===== config.mk =====
export PLATFORM = sky130hd
export DESIGN_NAME = stepdir_position_tracker_flat
export DESIGN_NICKNAME = d
export VERILOG_FILES = /design/src/rtl/stepdir_position_tracker_pkg.sv /design/src/rtl/stepdir_position_tracker_if.sv /design/src/rtl/stepdir_axis_decoder.sv /design/src/rtl/stepdir_position_tracker.sv /design/src/flat_wrapper.sv
export SDC_FILE = /design/constraint.sdc
export NUM_CORES = 1
export LEC_CHECK = 0
export ABC_AREA = 1
export BUFFER_PORTS_ARGS = -buffer_cell sky130_fd_sc_hd__buf_2
export CAP_MARGIN = 25
export CORE_MARGIN = 3
export CORE_UTILIZATION = 55
export DETAILED_ROUTE_END_ITERATION = 10
export HOLD_SLACK_MARGIN = 0.05
export PLACE_DENSITY_LB_ADDON = 0.15
export SYNTH_ARGS = -nofsm -noshare
export SYNTH_HDL_FRONTEND = slang
export SYNTH_HIERARCHICAL = 1
export SYNTH_SLANG_ARGS = --single-unit

===== constraint.sdc =====
create_clock -name clk -period 4.89 [get_ports clk]
set_input_delay 1.2225 -clock clk [delete_from_list [all_inputs] [get_ports clk]]
set_output_delay 1.2225 -clock clk [all_outputs]
set_load 0.05 [all_outputs]

===== src/rtl/stepdir_position_tracker_pkg.sv =====
// Shared definitions for the step/dir position tracker: parameter defaults,
// line encodings and the snapshot FSM state type.
package stepdir_position_tracker_pkg;

    localparam int DEF_POS_W     = 24;
    localparam int DEF_FILT_CYC  = 4;
    localparam int DEF_DIR_SETUP = 2;
    localparam int DEF_IDLE_CYC  = 65535;

    // Idle counter width; IDLE_CYC must stay below 2^20
    localparam int IDLE_CNT_W = 20;

    // Step line rests high, a step is a falling edge
    localparam logic PUL_IDLE = 1'b1;

    // Direction encoding: 0 counts up, 1 counts down
    localparam logic DIR_POS = 1'b0;
    localparam logic DIR_NEG = 1'b1;

    typedef enum logic {
        SNAP_IDLE = 1'b0,
        SNAP_ACK  = 1'b1
    } snap_state_t;

endpackage


===== src/rtl/stepdir_position_tracker_if.sv =====
// Snapshot request/acknowledge bus: the requester raises snap_req and holds it
// until it has read snap_x/snap_y while snap_ack is high.
interface stepdir_position_tracker_if
    import stepdir_position_tracker_pkg::*;
#(
    parameter int POS_W = DEF_POS_W
);

    logic             snap_req;
    logic             snap_ack;
    logic [POS_W-1:0] snap_x;
    logic [POS_W-1:0] snap_y;

    modport master (output snap_req, input snap_ack, input snap_x, input snap_y);
    modport slave  (input snap_req, output snap_ack, output snap_x, output snap_y);

endinterface


===== src/rtl/stepdir_axis_decoder.sv =====
// One axis of the step/dir receiver: synchronises and debounces pul/dir,
// detects the step edge, checks dir setup time and keeps the signed position.
module stepdir_axis_decoder
    import stepdir_position_tracker_pkg::*;
#(
    parameter int POS_W     = DEF_POS_W,
    parameter int FILT_CYC  = DEF_FILT_CYC,
    parameter int DIR_SETUP = DEF_DIR_SETUP
) (
    input  logic             clk,
    input  logic             rst,
    input  logic             clr,
    input  logic             pul_in,
    input  logic             dir_in,
    output logic             step_evt,
    output logic             err_evt,
    output logic             ovf_evt,
    output logic [POS_W-1:0] pos
);

    localparam int FCW = $clog2(FILT_CYC + 1);
    localparam int AGW = $clog2(DIR_SETUP + 2);
    localparam logic [FCW-1:0]   FILT_LAST = FCW'(FILT_CYC - 1);
    localparam logic [AGW-1:0]   AGE_MAX   = AGW'(DIR_SETUP);
    localparam logic [POS_W-1:0] POS_MAX   = {1'b0, {(POS_W-1){1'b1}}};
    localparam logic [POS_W-1:0] POS_MIN   = {1'b1, {(POS_W-1){1'b0}}};

    logic [1:0]     pul_sync;
    logic [1:0]     dir_sync;
    logic           pul_filt;
    logic           pul_filt_d;
    logic [FCW-1:0] pul_cnt;
    logic           dir_filt;
    logic [FCW-1:0] dir_cnt;
    logic [AGW-1:0] dir_age;

    // Two-flop synchronisers for the asynchronous pul/dir lines
    always_ff @(posedge clk or posedge rst) begin
        if (rst) begin
            pul_sync <= {2{PUL_IDLE}};
            dir_sync <= {2{DIR_POS}};
        end else begin
            pul_sync <= {pul_sync[0], pul_in};
            dir_sync <= {dir_sync[0], dir_in};
        end
    end

    // Pulse filter: accept a new level after FILT_CYC consecutive differing samples
    always_ff @(posedge clk or posedge rst) begin
        if (rst) begin
            pul_filt <= PUL_IDLE;
            pul_cnt  <= '0;
        end else if (pul_sync[1] == pul_filt) begin
            pul_cnt <= '0;
        end else if (pul_cnt == FILT_LAST) begin
            pul_filt <= pul_sync[1];
            pul_cnt  <= '0;
        end else begin
            pul_cnt <= pul_cnt + FCW'(1);
        end
    end

    // Direction filter plus age of the filtered level for the setup check
    always_ff @(posedge clk or posedge rst) begin
        if (rst) begin
            dir_filt <= DIR_POS;
            dir_cnt  <= '0;
            dir_age  <= AGE_MAX;
        end else begin
            if (dir_sync[1] == dir_filt) begin
                dir_cnt <= '0;
            end else if (dir_cnt == FILT_LAST) begin
                dir_filt <= dir_sync[1];
                dir_cnt  <= '0;
            end else begin
                dir_cnt <= dir_cnt + FCW'(1);
            end
            if ((dir_sync[1] != dir_filt) && (dir_cnt == FILT_LAST)) begin
                dir_age <= '0;
            end else if (dir_age != AGE_MAX) begin
                dir_age <= dir_age + AGW'(1);
            end
        end
    end

    // Delayed filtered pulse for falling-edge detection
    always_ff @(posedge clk or posedge rst) begin
        if (rst) begin
            pul_filt_d <= PUL_IDLE;
        end else begin
            pul_filt_d <= pul_filt;
        end
    end

    assign step_evt = pul_filt_d & ~pul_filt;
    assign err_evt  = step_evt && (dir_age < AGE_MAX);
    assign ovf_evt  = step_evt && ((dir_filt == DIR_NEG) ? (pos == POS_MIN) : (pos == POS_MAX));

    // Position counter; clear takes priority over a coincident step
    always_ff @(posedge clk or posedge rst) begin
        if (rst) begin
            pos <= '0;
        end else if (clr) begin
            pos <= '0;
        end else if (step_evt) begin
            pos <= (dir_filt == DIR_NEG) ? (pos - POS_W'(1)) : (pos + POS_W'(1));
        end
    end

endmodule


===== src/rtl/stepdir_position_tracker.sv =====
// Two-axis step/dir receiver: decodes X/Y positions, keeps sticky error and
// overflow flags, reports idle/home and serves an atomic position snapshot.
module stepdir_position_tracker
    import stepdir_position_tracker_pkg::*;
#(
    parameter int POS_W     = DEF_POS_W,
    parameter int FILT_CYC  = DEF_FILT_CYC,
    parameter int DIR_SETUP = DEF_DIR_SETUP,
    parameter int IDLE_CYC  = DEF_IDLE_CYC
) (
    input  logic                          clk,
    input  logic                          rst,
    input  logic                          clr,
    input  logic                          pul1_in,
    input  logic                          dir1_in,
    input  logic                          pul2_in,
    input  logic                          dir2_in,
    stepdir_position_tracker_if.slave     snap_bus,
    output logic [POS_W-1:0]              pos_x,
    output logic [POS_W-1:0]              pos_y,
    output logic                          step_err,
    output logic                          ovf,
    output logic                          idle,
    output logic                          home
);

    localparam logic [IDLE_CNT_W-1:0] IDLE_MAX = IDLE_CNT_W'(IDLE_CYC);

    logic                  step_x;
    logic                  step_y;
    logic                  err_x;
    logic                  err_y;
    logic                  ovf_x;
    logic                  ovf_y;
    logic [IDLE_CNT_W-1:0] idle_cnt;
    snap_state_t           state;

    stepdir_axis_decoder #(
        .POS_W     (POS_W),
        .FILT_CYC  (FILT_CYC),
        .DIR_SETUP (DIR_SETUP)
    ) u_axis_x (
        .clk      (clk),
        .rst      (rst),
        .clr      (clr),
        .pul_in   (pul1_in),
        .dir_in   (dir1_in),
        .step_evt (step_x),
        .err_evt  (err_x),
        .ovf_evt  (ovf_x),
        .pos      (pos_x)
    );

    stepdir_axis_decoder #(
        .POS_W     (POS_W),
        .FILT_CYC  (FILT_CYC),
        .DIR_SETUP (DIR_SETUP)
    ) u_axis_y (
        .clk      (clk),
        .rst      (rst),
        .clr      (clr),
        .pul_in   (pul2_in),
        .dir_in   (dir2_in),
        .step_evt (step_y),
        .err_evt  (err_y),
        .ovf_evt  (ovf_y),
        .pos      (pos_y)
    );

    // Cycles since the last step on either axis, saturating at IDLE_CYC
    always_ff @(posedge clk or posedge rst) begin
        if (rst) begin
            idle_cnt <= '0;
        end else if (clr || step_x || step_y) begin
            idle_cnt <= '0;
        end else if (idle_cnt != IDLE_MAX) begin
            idle_cnt <= idle_cnt + IDLE_CNT_W'(1);
        end
    end

    assign idle = (idle_cnt == IDLE_MAX);
    assign home = idle && (pos_x == '0) && (pos_y == '0);

    // Sticky setup-violation and wrap flags
    always_ff @(posedge clk or posedge rst) begin
        if (rst) begin
            step_err <= 1'b0;
            ovf      <= 1'b0;
        end else if (clr) begin
            step_err <= 1'b0;
            ovf      <= 1'b0;
        end else begin
            step_err <= step_err | err_x | err_y;
            ovf      <= ovf | ovf_x | ovf_y;
        end
    end

    // Snapshot handshake: capture on a fresh request, hold until it drops
    always_ff @(posedge clk or posedge rst) begin
        if (rst) begin
            state             <= SNAP_IDLE;
            snap_bus.snap_ack <= 1'b0;
            snap_bus.snap_x   <= '0;
            snap_bus.snap_y   <= '0;
        end else begin
            case (state)
                SNAP_IDLE: begin
                    if (snap_bus.snap_req) begin
                        snap_bus.snap_x   <= pos_x;
                        snap_bus.snap_y   <= pos_y;
                        snap_bus.snap_ack <= 1'b1;
                        state             <= SNAP_ACK;
                    end
                end
                SNAP_ACK: begin
                    if (!snap_bus.snap_req) begin
                        snap_bus.snap_ack <= 1'b0;
                        state             <= SNAP_IDLE;
                    end
                end
                default: begin
                    snap_bus.snap_ack <= 1'b0;
                    state             <= SNAP_IDLE;
                end
            endcase
        end
    end

endmodule


===== src/flat_wrapper.sv =====
// flat-port wrapper written by rule: the top's interface ports become plain ports
module stepdir_position_tracker_flat import stepdir_position_tracker_pkg::*;
#(
    parameter int POS_W     = DEF_POS_W,
    parameter int FILT_CYC  = DEF_FILT_CYC,
    parameter int DIR_SETUP = DEF_DIR_SETUP,
    parameter int IDLE_CYC  = DEF_IDLE_CYC
)
  (clk, rst, clr, pul1_in, dir1_in, pul2_in, dir2_in, pos_x, pos_y, step_err, ovf, idle, home, snap_bus_snap_req, snap_bus_snap_ack, snap_bus_snap_x, snap_bus_snap_y);
  stepdir_position_tracker_if #(.POS_W(POS_W)) snap_bus_i ();
  input  logic clk;
  input  logic rst;
  input  logic clr;
  input  logic pul1_in;
  input  logic dir1_in;
  input  logic pul2_in;
  input  logic dir2_in;
  output logic [POS_W-1:0] pos_x;
  output logic [POS_W-1:0] pos_y;
  output logic step_err;
  output logic ovf;
  output logic idle;
  output logic home;
  input wire logic [$bits(snap_bus_i.snap_req)-1:0] snap_bus_snap_req;
  output wire logic [$bits(snap_bus_i.snap_ack)-1:0] snap_bus_snap_ack;
  output wire logic [$bits(snap_bus_i.snap_x)-1:0] snap_bus_snap_x;
  output wire logic [$bits(snap_bus_i.snap_y)-1:0] snap_bus_snap_y;
  assign snap_bus_i.snap_req = snap_bus_snap_req;
  assign snap_bus_snap_ack = snap_bus_i.snap_ack;
  assign snap_bus_snap_x = snap_bus_i.snap_x;
  assign snap_bus_snap_y = snap_bus_i.snap_y;
  stepdir_position_tracker #(.POS_W(POS_W), .FILT_CYC(FILT_CYC), .DIR_SETUP(DIR_SETUP), .IDLE_CYC(IDLE_CYC)) u_core (.clk(clk), .rst(rst), .clr(clr), .pul1_in(pul1_in), .dir1_in(dir1_in), .pul2_in(pul2_in), .dir2_in(dir2_in), .snap_bus(snap_bus_i), .pos_x(pos_x), .pos_y(pos_y), .step_err(step_err), .ovf(ovf), .idle(idle), .home(home));
endmodule

Yosys cells after proc, flatten, opt, wreduce, memory -nomap -nowiden
Cells that the tools add are included.

Bits in registers: 150. Output and inout bits: 101. Logic and storage cells: 122.

$add $sub $neg: 11. Order comparisons: 2. Eq/ne operators: 20. Muxes and demuxes: 28. Bitwise operators: 13. Reduce and logical (&&, ||, !) cells: 23.

Operator list (number): 24-bit two-way mux (6); 24-bit by 1-bit adder with 24-bit output (second input constant) (2); 24-bit by 23-bit equality test with 1-bit output (second input constant) (2); 24-bit equality test (second input constant) (2); 24-bit logical NOT (2); 24-bit by 1-bit subtractor with 24-bit output (second input constant) (2); 20-bit two-way mux (2); 3-bit two-way mux (8); 20-bit by 1-bit adder with 20-bit output (second input constant) (1); 20-bit by 16-bit equality test with 1-bit output (second input constant) (1); 20-bit by 16-bit != test with 1-bit output (second input constant) (1); 3-bit by 1-bit adder with 3-bit output (second input constant) (4); 3-bit by 2-bit equality test with 1-bit output (second input constant) (4); 2-bit AND reduction (6); 2-bit nonzero test (5); 1-bit logical AND (8); 2-bit two-way mux (4); 2-bit != test (second input constant) (4); 1-bit two-way mux (7); 1-bit inverter (7); 2-bit by 1-bit adder with 2-bit output (second input constant) (2); 1-bit equality test (4); 2-bit less-than comparator (second input constant) (2); 1-bit bitwise OR (4); 4 further kinds (7).

Depth between registers and ports, before layout
Depth in word-level cells: 6. Gate-level depth with buffers: 12. Gate-level depth less buffers: 12.

By module
Netlist, hierarchy kept.

Modules (own cells, without submodules): stepdir_axis_decoder (instances 2, cells an instance 492, area an instance 3154.3 um2, sequential area each 982.2 um2); stepdir_position_tracker (instances 1, cells an instance 362, area an instance 3349.5 um2, sequential area each 1801.7 um2).

Least setup slack after synthesis
OpenSTA, ideal clock, no wires.

Kind: register to output. Start point: reg u_core.idle_cnt[0]. End point: out home. Arrival time: 1.804 ns. Required time: 3.668 ns. Slack: 1.863 ns. Cell stages (with the launch flop): 8. Buffers on the path: 0. Cell sequence: dfrtp_1 ha_1 nand2_2 nor2_4 nand2_2 nor2_1 nand3_1 nor2_1.

Word-level cells in the longest chain between the ends: 3.

RTL lines: start, declared (RTL line stepdir_position_tracker.sv:35) `logic [IDLE_CNT_W-1:0] idle_cnt;`; start signal, assigned (RTL line stepdir_position_tracker.sv:77) `idle_cnt <= idle_cnt + IDLE_CNT_W'(1);`; 20-bit by 16-bit equality test with 1-bit output (RTL line stepdir_position_tracker.sv:81) `assign idle = (idle_cnt == IDLE_MAX);`; 1-bit logical AND (2 in series) (RTL line stepdir_position_tracker.sv:82) `assign home = idle && (pos_x == '0) && (pos_y == '0);`; end, declared (RTL line flat_wrapper.sv:23) `output logic home;`.

Every way passes these cells.

Final worst setup path
Same ends and word-level chain as after synthesis.

==> out/metrics.yaml <==
critical_path:
  required_ns: 3.67
  cp_max_fo: 6
  endpoint_kind: "output port"
  critPathArrivalTime_ns: 2.10
  critPathLaunchType: "register"
  r2r_cells: 10
  criticalPathCategory: "reg -> out"
cts:
  insertion_delay_ns: 0.42
  cts_setup_buffers: 0
  path_clk_slew_ns: 0.07
  clockBufferDepth: 2
  post_cts_resized: 0
  cts_root_buf: "clkbuf_16"
  cts_tree: "done"
  hold_buffers: 0
  htree_levels: 4
  clock-sinks: 150
  cts_made_buffers: 17
timing:
  fmax_mhz: 301
  slew_headroom_pct: 39.6
  skew_ns: 0.00798
  rsz0062_at_grt: "false"
  hold_ws_ns: 0.354
  final.setup.tns_ns: 0
  finalSetupViolCount: 0
  final-hold-violation-count: 0
  min_period_over_period_pct: 68.0
  min_period_ns: 3.33
  slew_viol_final: 0
  tightest_slew_ns: 0.903
grt:
  grt_overflow_total: 0
  grt_pass1_wl_um: 41300
  antenna_found_initial: 0
  grt_pass1_vias: 8437
  grt_max_degree: 53
  track_usage_pct: 25.8
hold_path:
  hold_path.class: "reg -> reg"
  holdPathStages: 0
synth:
  synth_seq_cells: 150
  yosysTopAreaCell: "dfrtp_1"
  synth_edf_count: 0
  avgSynthCellArea_sq_um: 7.18
  synth_nets: 1408
  yosysTopAreaCellShare_pct: 36.3
  syn_inst: 1346
  synth_warnings: 6
  synth_flop_cell: "dfrtp_1"
  ys_types: 38
  synth_area_leaders: "dfrtp_1 36%, nand2_1 17%, inv_1 8.0%"
  async_reset_ff_share_pct: 100
  synth_area_sq_um: 9660
  yosysSeqAreaShare_pct: 39.0
job:
  max_cap_viol_count: 0
detailed_routing:
  ant_nets: 0
  top_layer: "met4"
  wl_met3_um: 1180
  routed_wl_um: 24700
  met1Wirelength_um: 11400
  drcViolationCount: 0
  wl_met2_um: 11800
  drtPass1Iterations: 6
  vias_per_cell: 5.19
  post_drt_wl_per_cell_um: 14.5
  via_count: 8822
  drtIter0Drc: 775
cells_and_area:
  area_growth_pct: 14.9
  fin_cells: 1700
  n_antenna_cell: 0
  drive_gt1_share_pct: 16.6
  post-route-util_pct: 65.8
  nets: 1529
  num-fill-cells: 1571
placement:
  dp.cells: 1663
  hpwl_um: 18300
  port_buffers: 108
  gp_congestion: 0.916
power_and_ir_drop:
  p_leak_uw: 0.00622
  vdd_drop_max_mv: 0.491
  power_density_nw_per_um2: 752
  power_uw: 8340
floorplan:
  dieArea_sq_um: 19200
  dieWidth_um: 139
  die_h_um: 139
  core_sq_um: 16900
  core.rowCount: 47
  io_pins: 109
  floorplan.initialDensity_pct: 57.2
status:
  status: "finished, final reports clean"
-- final timing paths --
kind / startpoint / slack [ns] / to
setup / recovery: u_core/idle_cnt[0] / 1.56 / home
hold / removal: u_core/u_axis_x/dir_sync[0] / 0.35 / u_core/u_axis_x/dir_sync[1]
setup reg to reg: u_core/u_axis_x/dir_filt / 2.55 / u_core/ovf
hold reg to reg: u_core/u_axis_x/dir_sync[0] / 0.35 / u_core/u_axis_x/dir_sync[1]
max in group asynchronous: rst / 3.27 / u_core/idle_cnt[11]
min in group asynchronous: rst / 0.75 / u_core/snap_bus.snap_y[16]
-- critical path: stages (launching register included) --
cell	delay [ns]
dfrtp_1	0.43
ha_1	0.21
nand2_2	0.09
nor2_4	0.15
nand2_2	0.12
nor2_1	0.15
nand3_1	0.15
nor2_1	0.12
buf_2	0.27
-- synthesized netlist by cell type (all sizes together) (6+ instances only) --
library cell	number
nand2	465
dfstp	10
inv	207
mux2	32
nor3	16
o21ai	35
xnor2	6
buf	15
ha	52
xor2	7
nand4	23
nand3	85
dfrtp	140
a21oi	62
nor2	161
-- per-layer routing --
layer	vias up	GRT usage [%]
met4	0	5.51
li1	4492	-
met2	244	43.7
met3	22	4.39
met1	4064	35.2
met5	-	0
-- area by class of cell --
| cell class | instances | area [sq um] | area share [%] |
|---|---|---|---|
| Tap cell | 220 | 275 | 2.48 |
| Multi-Input combinational cell | 972 | 5020 | 45.3 |
| Timing Repair Buffer | 117 | 667 | 6.01 |
| Clock buffer | 17 | 425 | 3.83 |
| Inverter | 209 | 788 | 7.10 |
| Sequential cell | 150 | 3770 | 33.9 |
| Clock inverter | 15 | 154 | 1.39 |
-- cell families (layout without fill, tap and decap cells) --
family | count (synthesis) | in the layout | share of synthesized area, %
AOI/OAI and AO/OA | 107 | 107 | 5.96
xor gates and xnor gates | 13 | 13 | 1.18
adders and majority gates | 54 | 54 | 7.15
buffers and inverters | 224 | 358 | 9.02
DFF | 150 | 150 | 39.0
muxes | 32 | 32 | 3.73
and+or+nand+nor | 766 | 766 | 34.0
-- report_power, final --
group          switching [uW]  total (uW)  internal (uW)
clock                     599        1280            684
combinational            3570        4980           1400
sequential                420        2080           1660
-- registers in the layout, summed over array words and instances (netlist names), 3 cells and up --
signal	flops
u_core/idle_cnt	20
u_core/u_axis_y/pos	24
u_core/u_axis_y/pul_cnt	3
u_core/snap_bus.snap_y	24
u_core/u_axis_x/pul_cnt	3
u_core/u_axis_y/dir_cnt	3
u_core/u_axis_x/dir_cnt	3
u_core/u_axis_x/pos	24
u_core/snap_bus.snap_x	24
-- placed cells by master (no fill, tap or decap), types with 12 or more instances in the layout --
cell type  instances
nand2_2           17
dfrtp_1          140
a21oi_1           62
nand2_1          448
o21ai_1           12
o21ai_0           19
mux2_2            32
clkbuf_16         17
ha_1              51
inv_1            204
nor2_1           141
nand4_1           23
nand3_1           84
nor3_1            14
buf_2            108
-- metrics by stage --
step / area (sq um) / worst slack, ns
after floorplan: 9660 / 1.84
after global placement: 10400 / 1.99
after detailed placement: 10400 / 1.95
after CTS: 11000 / 1.56
after global routing: 11100 / 1.36
final: 11100 / 1.56
(Power assumes the default switching activity.)
